===== src/rtl/stitch_pipe_pkg.sv =====
// Shared types and helpers for the stitched split-and-add pipeline.
package stitch_pipe_pkg;

    localparam int unsigned DEFAULT_W      = 32;
    localparam int unsigned DEFAULT_STAGES = 2;
    // Widest operand half the pack/unpack helpers can handle.
    localparam int unsigned W_MAX          = 64;

    typedef enum logic {
        OP_ADD = 1'b0,
        OP_SUB = 1'b1
    } op_e;

    // Mask selecting the low w bits of a packed operand word.
    function automatic logic [2*W_MAX-1:0] half_mask(input int unsigned w);
        return {(2*W_MAX){1'b1}} >> (2*W_MAX - w);
    endfunction

    // Low half of a 2*w word is x.
    function automatic logic [W_MAX-1:0] unpack_x(input logic [2*W_MAX-1:0] word,
                                                  input int unsigned w);
        return W_MAX'(word & half_mask(w));
    endfunction

    // High half of a 2*w word is y.
    function automatic logic [W_MAX-1:0] unpack_y(input logic [2*W_MAX-1:0] word,
                                                  input int unsigned w);
        return W_MAX'((word >> w) & half_mask(w));
    endfunction

    // Build a 2*w word from x (low) and y (high).
    function automatic logic [2*W_MAX-1:0] pack_xy(input logic [W_MAX-1:0] x,
                                                   input logic [W_MAX-1:0] y,
                                                   input int unsigned w);
        return (((2*W_MAX)'(y) << w) | ((2*W_MAX)'(x) & half_mask(w)));
    endfunction

endpackage


===== src/rtl/stitch_pipe_stage.sv =====
// One valid/ready-gated register slice; an empty slice always accepts.
module stitch_pipe_stage #(
    parameter int unsigned PW = 8
) (
    input  logic          clk,
    input  logic          rst_n,
    input  logic          valid_i,
    input  logic [PW-1:0] data_i,
    input  logic          ready_i,
    output logic          ready_c_o,
    output logic          valid_o,
    output logic [PW-1:0] data_o
);

    logic          valid_q;
    logic [PW-1:0] data_q;

    assign ready_c_o = ~valid_q | ready_i;
    assign valid_o   = valid_q;
    assign data_o    = data_q;

    // Load from upstream whenever this slice can move; otherwise hold.
    always_ff @(posedge clk) begin
        if (!rst_n) begin
            valid_q <= 1'b0;
            data_q  <= '0;
        end else if (ready_c_o) begin
            valid_q <= valid_i;
            data_q  <= data_i;
        end
    end

endmodule


===== src/rtl/stitch_pipeline_vr.sv =====
// Split a 2*W word into x/y, carry it through NUM_STAGES slices, add or
// subtract before the last slice, with full valid/ready backpressure.
module stitch_pipeline_vr
    import stitch_pipe_pkg::*;
#(
    parameter  int unsigned W          = DEFAULT_W,
    parameter  int unsigned NUM_STAGES = DEFAULT_STAGES,
    localparam int unsigned CNT_W      = $clog2(NUM_STAGES + 1)
) (
    input  logic             clk,
    input  logic             rst_n,
    input  logic             in_valid,
    output logic             in_ready,
    input  logic [2*W-1:0]   in_data,
    input  logic             in_op,
    output logic             out_valid,
    input  logic             out_ready,
    output logic [W-1:0]     out_data,
    output logic             out_flag,
    output logic [CNT_W-1:0] occupancy
);

    localparam int unsigned OPW  = 2*W + 1;  // {op, y, x}
    localparam int unsigned RESW = W + 1;    // {flag, result}

    logic [NUM_STAGES:0]   vld;              // vld[0] is the producer
    logic [NUM_STAGES+1:1] rdy;              // rdy[NUM_STAGES+1] is the consumer
    logic [OPW-1:0]        opnd [NUM_STAGES]; // opnd[0] is the producer word

    assign vld[0]            = in_valid;
    assign opnd[0]           = {in_op, in_data};
    assign rdy[NUM_STAGES+1] = out_ready;
    assign in_ready          = rdy[1];

    // Operand slices 1..NUM_STAGES-1 carry the split word unchanged.
    for (genvar i = 1; i < NUM_STAGES; i++) begin : g_opnd
        stitch_pipe_stage #(.PW(OPW)) u_stage (
            .clk       (clk),
            .rst_n     (rst_n),
            .valid_i   (vld[i-1]),
            .data_i    (opnd[i-1]),
            .ready_i   (rdy[i+1]),
            .ready_c_o (rdy[i]),
            .valid_o   (vld[i]),
            .data_o    (opnd[i])
        );
    end

    logic [W-1:0]    x_c;
    logic [W-1:0]    y_c;
    op_e             op_c;
    logic [RESW-1:0] res_c;
    logic [RESW-1:0] res_q;

    // Add/sub on the penultimate slice; bit W is carry-out or borrow.
    always_comb begin
        x_c   = W'(unpack_x((2*W_MAX)'(opnd[NUM_STAGES-1][2*W-1:0]), W));
        y_c   = W'(unpack_y((2*W_MAX)'(opnd[NUM_STAGES-1][2*W-1:0]), W));
        op_c  = op_e'(opnd[NUM_STAGES-1][2*W]);
        res_c = {1'b0, x_c} + {1'b0, y_c};
        if (op_c == OP_SUB) begin
            res_c = {1'b0, x_c} - {1'b0, y_c};
        end
    end

    stitch_pipe_stage #(.PW(RESW)) u_last (
        .clk       (clk),
        .rst_n     (rst_n),
        .valid_i   (vld[NUM_STAGES-1]),
        .data_i    (res_c),
        .ready_i   (rdy[NUM_STAGES+1]),
        .ready_c_o (rdy[NUM_STAGES]),
        .valid_o   (vld[NUM_STAGES]),
        .data_o    (res_q)
    );

    assign out_valid = vld[NUM_STAGES];
    assign out_data  = res_q[W-1:0];
    assign out_flag  = res_q[W];

    logic             in_fire;
    logic             out_fire;
    logic [CNT_W-1:0] occ_q;
    logic [CNT_W-1:0] occ_d;

    assign in_fire   = in_valid & rdy[1];
    assign out_fire  = vld[NUM_STAGES] & out_ready;
    assign occupancy = occ_q;

    // Occupancy tracks input transfers minus output transfers.
    always_comb begin
        occ_d = occ_q;
        unique case ({in_fire, out_fire})
            2'b10:   occ_d = occ_q + CNT_W'(1);
            2'b01:   occ_d = occ_q - CNT_W'(1);
            default: occ_d = occ_q;
        endcase
    end

    // Occupancy register.
    always_ff @(posedge clk) begin
        if (!rst_n) begin
            occ_q <= '0;
        end else begin
            occ_q <= occ_d;
        end
    end

endmodule

===== config.mk =====
export PLATFORM = sky130hd
export DESIGN_NAME = stitch_pipeline_vr
export DESIGN_NICKNAME = d
export VERILOG_FILES = /design/src/rtl/stitch_pipe_pkg.sv /design/src/rtl/stitch_pipe_stage.sv /design/src/rtl/stitch_pipeline_vr.sv
export SDC_FILE = /design/constraint.sdc
export NUM_CORES = 1
export LEC_CHECK = 0
export CAP_MARGIN = 20
export CORE_ASPECT_RATIO = 2
export CORE_MARGIN = 3
export CORE_UTILIZATION = 45
export CTS_CLUSTER_SIZE = 24
export DETAILED_ROUTE_END_ITERATION = 10
export PLACE_DENSITY = 0.67
export RECOVER_POWER = 100
export SLEW_MARGIN = 20
export SYNTH_ARGS = -nofsm -noshare
export SYNTH_HDL_FRONTEND = slang
export SYNTH_SLANG_ARGS = --single-unit

===== constraint.sdc =====
create_clock -name clk -period 4.9 [get_ports clk]
set_input_delay 0.98 -clock clk [delete_from_list [all_inputs] [get_ports clk]]
set_output_delay 0.98 -clock clk [all_outputs]
set_load 0.01 [all_outputs]

After elaboration in Yosys (flattened, before gate mapping)

Index checks and enable logic that the tools add are counted.

$add $sub $neg: 4
Multipliers: 0
Div/mod/pow operators: 0
$lt $le $gt $ge: 0
Equal/unequal tests: 2
Shift operators: 0
Mux-type cells: 2
Bitwise gates (word level): 6
Reductions and logical operators: 1

Operators with widths:

| kind                                             | count |
|---|---|
| adder 32 x 32 -> 33 bit                          | 1 |
| two-way mux 33 bit                               | 1 |
| subtractor 32 x 32 -> 33 bit                     | 1 |
| one-hot mux 2 bit (2 select lines)               | 1 |
| adder 2 x 1 -> 2 bit, second input constant      | 1 |
| AND 1 bit                                        | 2 |
| == test 2 x 1 -> 1 bit, second input constant    | 1 |
| == test 2 bit, second input constant             | 1 |
| NOT 1 bit                                        | 2 |
| bitwise OR 1 bit                                 | 2 |
| nonzero test 2 bit                               | 1 |
| subtractor 2 x 1 -> 2 bit, second input constant | 1 |

Flip-flop bits (word level): 102
Bits in latches: 0
Bits in writable memories: 0
Memory bits (read-only): 0
Input port bits: 69
Output and inout bits: 37
Word-level logic and storage cells: 20
Memories: 0

Depth between registers and ports, before layout

Depth in word-level cells: 6
Mapped depth: 16
Depth with buffers taken out: 15

Modules after synthesis

A second synthesis with hierarchy kept.

Cells, all modules: 806
Area total of the unflattened synthesis: 6600.1 sq um

Modules (own cells, without submodules):

| module                                 | times used | cells each | area an instance (sq um) | sequential area each (sq um) |
|---|---|---|---|---|
| stitch_pipe_stage at g_opnd[1].u_stage | 1          | 287        | 2636.3                   | 1321.3 |
| stitch_pipeline_vr                     | 1          | 372        | 2552.4                   | 40.0 |
| stitch_pipe_stage at u_last            | 1          | 147        | 1411.4                   | 680.7 |

Least setup slack after synthesis

No wires, ideal clock.

Path kind: register to register
Start: register g_opnd[1].u_stage.data_q[40]
End: register u_last.data_q[27] (netlist: u_last.data_o[27])
Setup time: 0.117 ns
Arrival time: 3.252 ns
Required time: 4.783 ns
Setup slack: 1.530 ns
Cell stages (with the launch flop): 14
Buffers on the path: 0
Clock period less this slack: 3.370 ns
Cells stage by stage: dfxtp_1 nor4_1 nand4_1 nor4b_1 nor2_1 xnor2_1 ha_1 a21oi_1 inv_1 a221oi_1 o21ai_0 a21o_1 or3_1 a32o_1

Cells in the longest elaborated chain, start to end: 2
Elaborated cells on any way between the ends: 3
Classes of those cells: 2 x add/sub; 1 x mux

RTL lines:

| what                                                                    | line                                               | RTL |
|---|---|---|
| from (decl)                                                             | stitch_pipe_stage.sv:16                            | `logic [PW-1:0] data_q;` |
| from (signal assigned)                                                  | stitch_pipe_stage.sv:29                            | `data_q <= data_i;` |
| adder 32 x 32 -> 33 bit or subtractor 32 x 32 -> 33 bit (tied branches) | stitch_pipeline_vr.sv:60, stitch_pipeline_vr.sv:62 |  |
| two-way mux 33 bit (*)                                                  | stitch_pipeline_vr.sv:61                           | `if (op_c == OP_SUB) begin` |
| to (signal assigned)                                                    | stitch_pipe_stage.sv:29                            |  |
| to (decl)                                                               | stitch_pipe_stage.sv:16                            |  |

Mark *: on every way between the ends. The rest lies on a longest branch, timed or not.
A chain may end at the register's enable or synchronous reset.

Final worst setup path

Start: register g_opnd[1].u_stage.data_q[34]
End: register u_last.data_q[30] (netlist: u_last.data_o[30])

The elaborated chain is that of the path after synthesis.

==> flow_summary.ini <==
[run_status]
outcome = finished with violations
violations = capacitance limit, slew limit

[synthesis]
avgSynthCellArea_sq_um = 7.42
ys_types = 55
synth_ff_type = dfxtp_1
synth-seq-cells = 102
synthCells = 804
synth_edf_count = 0
syn_area_sq_um = 5960
async_flop_share = 0
synth_nets = 908
synth_warnings = 0
yosysSeqAreaShare = 0.342

[worst_setup_path]
setup.worst_path.class = reg -> reg
cp.arrival_ns = 4.19
worstPathRequired_ns = 5.14
r2r_cells = 14
worstSetupEndpointType = register
r2r_end = u_last.data_o[30]
startpoint_type = register
rrSetupSlack_ns = 0.95
startpoint = g_opnd[1].u_stage.data_o[34]
cp_max_fo = 6
r2r-start = g_opnd[1].u_stage.data_o[34]
cp-endpoint = u_last.data_o[30]

[sta]
hold_viol_final = 0
min_period_ns = 3.95
fmax_mhz = 253
fin_skew_ns = 0.00780
slew_headroom = -0.159
worst_slew_pin_slew_ns = 1.74
rsz0062_at_grt = false
setup_viol = 0
tns_ns = 0
drv_slew = 86
fin_crit_sh = 0.806

[global_route]
grt_usage = 0.254
grt_max_degree = 86
antenna_found_initial = 0
gr-total-overflow = 0
grt_pass1_wl_um = 29100
grt_pass1_vias = 5892

[route]
postRouteAntennaNets = 0
via_count = 5860
dr.pass1.iters = 5
wl_per_cell_um = 17.6
drt_wl_total_um = 18400
dr.first_iter.drc_count = 219
routed_via_density = 5.61
drc = 0

[place]
placed_area_sq_um = 7110
hpwl_um = 14600
dpl.cell_count = 1028
place_congestion = 0.971
io_buffers = 105

[floorplanning]
core-area_sq_um = 12800
ios = 106
dieHeight_um = 169
die_x_um = 87.4
rows = 58
dieArea_sq_um = 14800
start_util = 0.467

[layout]
mostFrequentLayoutCells = 188 x nand2_1, 120 x a21oi_1, 102 x dfxtp_1
layout_commonest_cell = nand2_1
drive_gt1_frac = 0.0313
insertedDiodeCount = 0
area_growth_pct = 23.4
final_cell_count_no_fill = 1044
design_area_sq_um = 7360
fin_nets = 993

[clock_tree]
clock_latency_ns = 0.35
postCtsSetupRepairBufs = 0
post_cts_resized = 0
clkTransAtPathRegs_ns = 0.07
cts_tree = yes
clockRootBuffer = clkbuf_16
ctsHoldBuffers = 0
numCtsBuffers = 9
cts_buffer_depth = 2
htree_levels = 3
clock_sinks = 102

[hold_path]
hp-class = reg -> reg
min_path_cells = 2

[power]
p_per_area_nw_per_um2 = 323
p_leak_nw = 3.11
vdd_drop_max_v = 0.000292

[flow_run]
maxCapViolCount = 1
[metal layers]
metal	track usage	wire, um
met1	0.236	6050
met2	0.506	10900
met3	0.0268	463
met4	0.141	980
met5	0	0
[stage by stage]
step / util / hold slack, ns / power, mW / setup slack (ns)
2_1_floorplan: - / 0.432 / 1.42 / 1.53
3_3_place_gp: 0.557 / 0.438 / 1.72 / 1.10
3_5_place_dp: 0.557 / 0.442 / 1.73 / 0.983
4_1_cts: 0.579 / 0.455 / 2.43 / 0.959
5_1_grt: 0.576 / 0.457 / 2.51 / 0.500
6_report: 0.576 / 0.445 / 2.38 / 0.950
[flip-flops by register name (all words and copies together) (netlist names)]
register	flops
u_last.valid_o	1
occupancy	2
g_opnd.u_stage.valid_o	1
g_opnd.u_stage.data_o	65
u_last.data_o	33
[cells by family (layout without fill, tap and decap cells)]
logic type,Yosys count,after routing,share of synthesized area
flops,102,102,0.342
fa+ha+maj,35,35,0.0747
compound gates,230,230,0.238
simple gates,325,325,0.231
buf+inv,61,151,0.0384
xor+xnor,50,50,0.0734
mux,1,1,0.00168
[where the power goes]
group          internal (mW)  leakage (nW)  switching [mW]
sequential             0.912         0.849          0.0598
combinational          0.321          2.12           0.387
clock                  0.352         0.139           0.344
[final cells by class]
| class | count | area [sq um] |
|---|---|---|
| fillers | 1263 | 5420 |
| multi-input cells | 641 | 3660 |
| flip-flops and latches | 102 | 2040 |
| repair buffers | 112 | 1090 |
| clock buffers | 9 | 225 |
| well taps | 150 | 188 |
| inverters | 23 | 86.3 |
| clock inverters | 7 | 60.1 |
[worst max-delay path, cell delays in order, from the launching register on]
cell      delay, ns
dfxtp_1        0.35
nor3_1         0.36
and3_1         0.25
and2_0         0.21
nand2_1        0.13
o21bai_1       0.26
o21ai_0        0.15
xnor2_1        0.15
ha_1           0.41
nand4_1        0.17
nor3_1         0.24
nand2_1        0.08
o21ai_0        0.64
nand2_1        0.12
o311ai_0       0.30
[Yosys cell counts, drive strengths merged (3+ instances only)]
cell type | instances | area [sq um]
dfxtp | 102 | 2040
a31oi | 7 | 43.8
o21a | 7 | 52.6
nand2 | 188 | 706
clkbuf | 35 | 131
ha | 34 | 425
a211oi | 6 | 45.0
o31ai | 5 | 65.1
xnor2 | 38 | 333
and3 | 5 | 31.3
inv | 23 | 86.3
and2 | 4 | 25.0
o21bai | 5 | 37.5
o21ai | 33 | 169
nor3 | 19 | 100
a32o | 5 | 50.1
nor2 | 60 | 225
xor2 | 12 | 105
a31o | 4 | 35.0
or3 | 10 | 62.6
nor2b | 4 | 25.0
nand4 | 9 | 56.3
nand3 | 18 | 90.1
a21o | 16 | 120
o211ai | 4 | 30.0
a21oi | 121 | 609
buf | 3 | 11.3
[how the worst min path moves through the flow]
stage | from | slack, ns | to
6_report | u_last.data_o[22] | 0.44 | u_last.data_o[22]
4_1_cts | u_last.data_o[22] | 0.46 | u_last.data_o[22]
3_3_place_gp | u_last.data_o[22] | 0.44 | u_last.data_o[22]
3_5_place_dp | u_last.data_o[22] | 0.44 | u_last.data_o[22]
2_1_floorplan | g_opnd[1].u_stage.valid_o | 0.43 | u_last.valid_o
5_1_grt | u_last.data_o[22] | 0.46 | u_last.data_o[22]
No activity file was read; power rests on OpenSTA's default activity.
